**src/rtl/gf180mcu_fd_sc_mcu9t5v0__setn_seq.sv**
```systemverilog
// Sequencer that drives active-low SETN and a clock enable for a bank of set-able flops.
// Outputs are decoded from registered state only; REQ arriving mid-sequence merges into one pending run.
module gf180mcu_fd_sc_mcu9t5v0__setn_seq #(
  parameter int ASSERT_CYC = 2,
  parameter int RECOV_CYC  = 1,
  parameter int CNT_W      = 4
) (
  input  logic CLK,
  input  logic RST,
  input  logic REQ,
  output logic SETN,
  output logic CKEN,
  output logic BUSY,
  output logic ACK
);

  localparam logic [1:0] S_IDLE    = 2'd0;
  localparam logic [1:0] S_ASSERT  = 2'd1;
  localparam logic [1:0] S_RECOVER = 2'd2;
  localparam logic [1:0] S_DONE    = 2'd3;

  localparam logic [CNT_W-1:0] A_LAST = CNT_W'(ASSERT_CYC - 1);
  // R_LAST is never consulted when there is no recovery phase.
  localparam logic [CNT_W-1:0] R_LAST = (RECOV_CYC > 0) ? CNT_W'(RECOV_CYC - 1) : '0;
  localparam logic [1:0]       S_AFTER_ASSERT = (RECOV_CYC == 0) ? S_DONE : S_RECOVER;

  logic [1:0]       state_q, state_d;
  logic [CNT_W-1:0] cnt_q, cnt_d;
  logic             pend_q, pend_d;

  always_comb begin
    state_d = state_q;
    cnt_d   = cnt_q;
    pend_d  = pend_q;
    case (state_q)
      S_IDLE: begin
        if (REQ) state_d = S_ASSERT;
      end
      S_ASSERT: begin
        if (REQ) pend_d = 1'b1;
        if (cnt_q == A_LAST) state_d = S_AFTER_ASSERT;
        else                 cnt_d   = cnt_q + 1'b1;
      end
      S_RECOVER: begin
        if (REQ) pend_d = 1'b1;
        if (cnt_q == R_LAST) state_d = S_DONE;
        else                 cnt_d   = cnt_q + 1'b1;
      end
      default: begin
        state_d = (pend_q || REQ) ? S_ASSERT : S_IDLE;
      end
    endcase
    // No state loops to itself, so any change of state is an entry.
    if (state_d != state_q) begin
      cnt_d = '0;
      if (state_d == S_ASSERT) pend_d = 1'b0;
    end
  end

  always_ff @(posedge CLK) begin
    if (RST) begin
      state_q <= S_ASSERT;
      cnt_q   <= '0;
      pend_q  <= 1'b0;
    end else begin
      state_q <= state_d;
      cnt_q   <= cnt_d;
      pend_q  <= pend_d;
    end
  end

  assign SETN = (state_q != S_ASSERT);
  assign CKEN = (state_q == S_IDLE) || (state_q == S_DONE);
  assign BUSY = (state_q != S_IDLE);
  assign ACK  = (state_q == S_DONE);

endmodule

```
**config.mk**
```make
export PLATFORM = sky130hd
export DESIGN_NAME = gf180mcu_fd_sc_mcu9t5v0__setn_seq
export DESIGN_NICKNAME = d
export VERILOG_FILES = /design/src/rtl/gf180mcu_fd_sc_mcu9t5v0__setn_seq.sv
export SDC_FILE = /design/constraint.sdc
export NUM_CORES = 1
export LEC_CHECK = 0
export ABC_CLOCK_PERIOD_IN_PS = 2700
export CORE_AREA = 3 3 40 42
export CTS_CLUSTER_DIAMETER = 150
export DETAILED_ROUTE_END_ITERATION = 7
export DIE_AREA = 0 0 43 45
export RECOVER_POWER = 25
export SLEW_MARGIN = 20
export SYNTH_ARGS = -nofsm -noshare
export SYNTH_HDL_FRONTEND = slang
export SYNTH_SLANG_ARGS = --single-unit
```
**constraint.sdc**
```tcl
create_clock -name CLK -period 2.7 [get_ports CLK]
set_clock_uncertainty 0.1 [all_clocks]
set_input_delay 0.54 -clock CLK [delete_from_list [all_inputs] [get_ports CLK]]
set_output_delay 0.54 -clock CLK [all_outputs]
set_load 0.01 [all_outputs]
```
==> results.md <==
* Final hold vios at 0
* Reg2Reg Depth at 6
* Max-slew violations at 0
* CP endpoint: ACK
* Root Driver: clkbuf_4
* PortBufs at 6
* Tightest Pin Transition at 0.371 ns
* Routability cong. at 0.746
* Min Tclk post-route at 2.33 ns
* Top FF cell, synth: dfxtp_1
* Cells after synthesis at 65
* Initial antenna violation count at 0
* Share of layout cells above drive strength 1 at 0.132
* Initial DRC count at 3
* RSZ-0062 raised after global routing: no
* Critical Path Max Stage Delay at 0.60 ns
* Critical path cell sequence: buf_4, ha_1, clkdlybuf4s50_1
* CP max FO at 9
* Crit path DAT at 1.69 ns
* Drt pass-1 iters at 4
* Setup ws final at 0.366 ns
* Synth top area share at 0.248
* Core area at 1280 µm²
* R2r startpoint: state_q[0]$_SDFF_PP1_
* F_max at 0.428 GHz
* Worst Path Class, Setup: reg -> out
* Post-cts gate resize count at 0
* Synth Cell Area at 566 µm²
* Area Growth Syn to Fin at 19.9%
* PD cells at 1060 nW/µm²
* Pint at 0.000417 W
* Die height at 45 µm
* Pre-CTS worst setup slack at 0.421 ns
* CTS tree: built
* Remaining Overflow, GRT at 0
* Worst Hold Class: reg -> reg
* Sequential share of the synthesized area at 0.248
* Net Count, Synth at 76
* Worst-path clk slew at 0.05 ns
* Endpoint type of the worst setup path: output port
* Clk sinks at 7
* Max-slew headroom at 0.750
* Via count at 493
* Initial Utilization at 0.440
* Critical Path RT at 2.06 ns
* Clock power frac at 0.132
* R2R Setup Slk at 0.63 ns
* Yosys cell types at 30
* Longest Clk Path Bufs at 2
* Crit path launch: state_q[0]$_SDFF_PP1_
* Hold wc startpoint: pend_q$_SDFF_PP0_
* Mean post-synth cell area at 8.70 µm²
* Largest net degree at the start of global routing at 10
* Status: finished, final reports clean
* Max_cap viols at 0
* Fill cell count at 131
* Yosys reg bits at 7
* Comb power frac at 0.651
* Per-cell routed wire length at 12.5 µm
* Row count at 13
* Async SR Flop Fraction at 0
* Area leader, netlist: dfxtp_1
* H-tree depth at 1
* CTS Hold Bufs at 0
* # diodes at 0
* TritonCTS Buffers at 3
* Leakage power at 0.294 nW
* Final ANT Viol Nets at 0
* Endpoint of the worst-slack reg-to-reg timing path: cnt_q[1]$_SDFFE_PP0P_
* Post-CTS setup buffers at 0
* Clock latency on the worst-skew pair at 0.25 ns
* Sw power at 0.000302 W
* YS warnings at 0
* GRT Total Usage at 0.137
* Most common cell after layout, fill and taps aside: inv_1
* Global-route wire length before repair at 1.93 mm
* Max VDD drop at 0.000483 V
* Routed wire length at 1.14 mm
* Die width at 43 µm
* Final worst-path cycle share at 0.864
* I/O pin cnt at 7
* Sw Share at 0.420
* Final setup viols at 0
* Slowest-stage cell, CP: clkdlybuf4s50_1
* Nets at 88
* Die ar. at 1940 µm²
* CP Launch Type: register
* Top post-synthesis cells by area: dfxtp_1, ha_1, inv_1
* Detailed Place HPWL at 873 µm
* EDFF count, synth at 0
* Vias in the first global route at 462
* Most frequent cells in the layout: inv_1, ha_1, dfxtp_1
* Final setup TNS at 0 ns
* Drc violations at 0
* Via density at 5.42
* Flop pwr share at 0.218
==> cells in the mapped netlist, types with 2 or more instances <==
cell	count
or2_2	3
nor3_1	4
nand2_1	2
nor2_1	4
xnor2_1	2
ha_1	8
o21ai_0	2
inv_1	10
a21oi_1	2
nor2b_1	2
dfxtp_1	7
==> through the flow <==
stage               utilization  hold WS [ns]  instances  total power (W)  instance area, µm²
floorplan                     -         0.393         65         0.000487                 566
global placement          0.507         0.463         87         0.000627                 652
detailed placement        0.507         0.445         87         0.000626                 652
CTS                       0.528         0.452         91         0.000724                 678
global route              0.528         0.484         91         0.000789                 678
finish                    0.528         0.450         91         0.000719                 678
==> routing by layer <==
metal | track usage | vias to the layer above | share of wire
met5 | 0 | - | 0
met4 | 0.108 | 0 | 0.0088
met3 | 0.0518 | 2 | 0.025
met2 | 0.168 | 6 | 0.42
met1 | 0.187 | 221 | 0.55
li1 | - | 264 | -
==> worst min-delay path by stage <==
stage	endpoint	slack, ns	cells after the start
final	pend_q$_SDFF_PP0_	0.45	2
after global routing	pend_q$_SDFF_PP0_	0.48	2
after CTS	pend_q$_SDFF_PP0_	0.45	2
after detailed placement	pend_q$_SDFF_PP0_	0.45	2
after global placement	pend_q$_SDFF_PP0_	0.46	2
after floorplan	pend_q$_SDFF_PP0_	0.39	2
==> cell families after synthesis <==
logic type,count (synthesis),synth area share
flops,7,0.248
compound gates,18,0.254
mux,1,0.0177
buf+inv,10,0.0664
simple gates,19,0.206
fa+ha+maj,8,0.177
xor+xnor,2,0.0310
==> worst max-delay path, delay by kind of cell, from the launching register on <==
family | cells | cell delay (ns)
buffers and inverters | 2 | 0.77
adders and majority gates | 1 | 0.36
DFF | 1 | 0.32
==> state kept, by name, indices dropped and copies added (netlist names) <==
signal,flops
state_q,2
pend_q,1
cnt_q,4
==> area by class of cell <==
| class | count | area [µm²] | share of cell area |
|---|---|---|---|
| multi-input cells | 48 | 388 | 0.572 |
| flip-flops and latches | 7 | 140 | 0.207 |
| repair buffers | 7 | 67.6 | 0.0996 |
| inverters | 10 | 37.5 | 0.0554 |
| clock buffers | 4 | 26.3 | 0.0387 |
| well taps | 15 | 18.8 | 0.0277 |
==> power groups by stage <==
stage | sequential [W] | combinational (W) | clock, W
finish | 0.000157 | 0.000468 | 0.0000947
global route | 0.000160 | 0.000521 | 0.000107
CTS | 0.000156 | 0.000470 | 0.0000985
detailed placement | 0.000158 | 0.000468 | 0
global placement | 0.000157 | 0.000469 | 0
floorplan | 0.000162 | 0.000325 | 0
(Power assumes the default switching activity.)
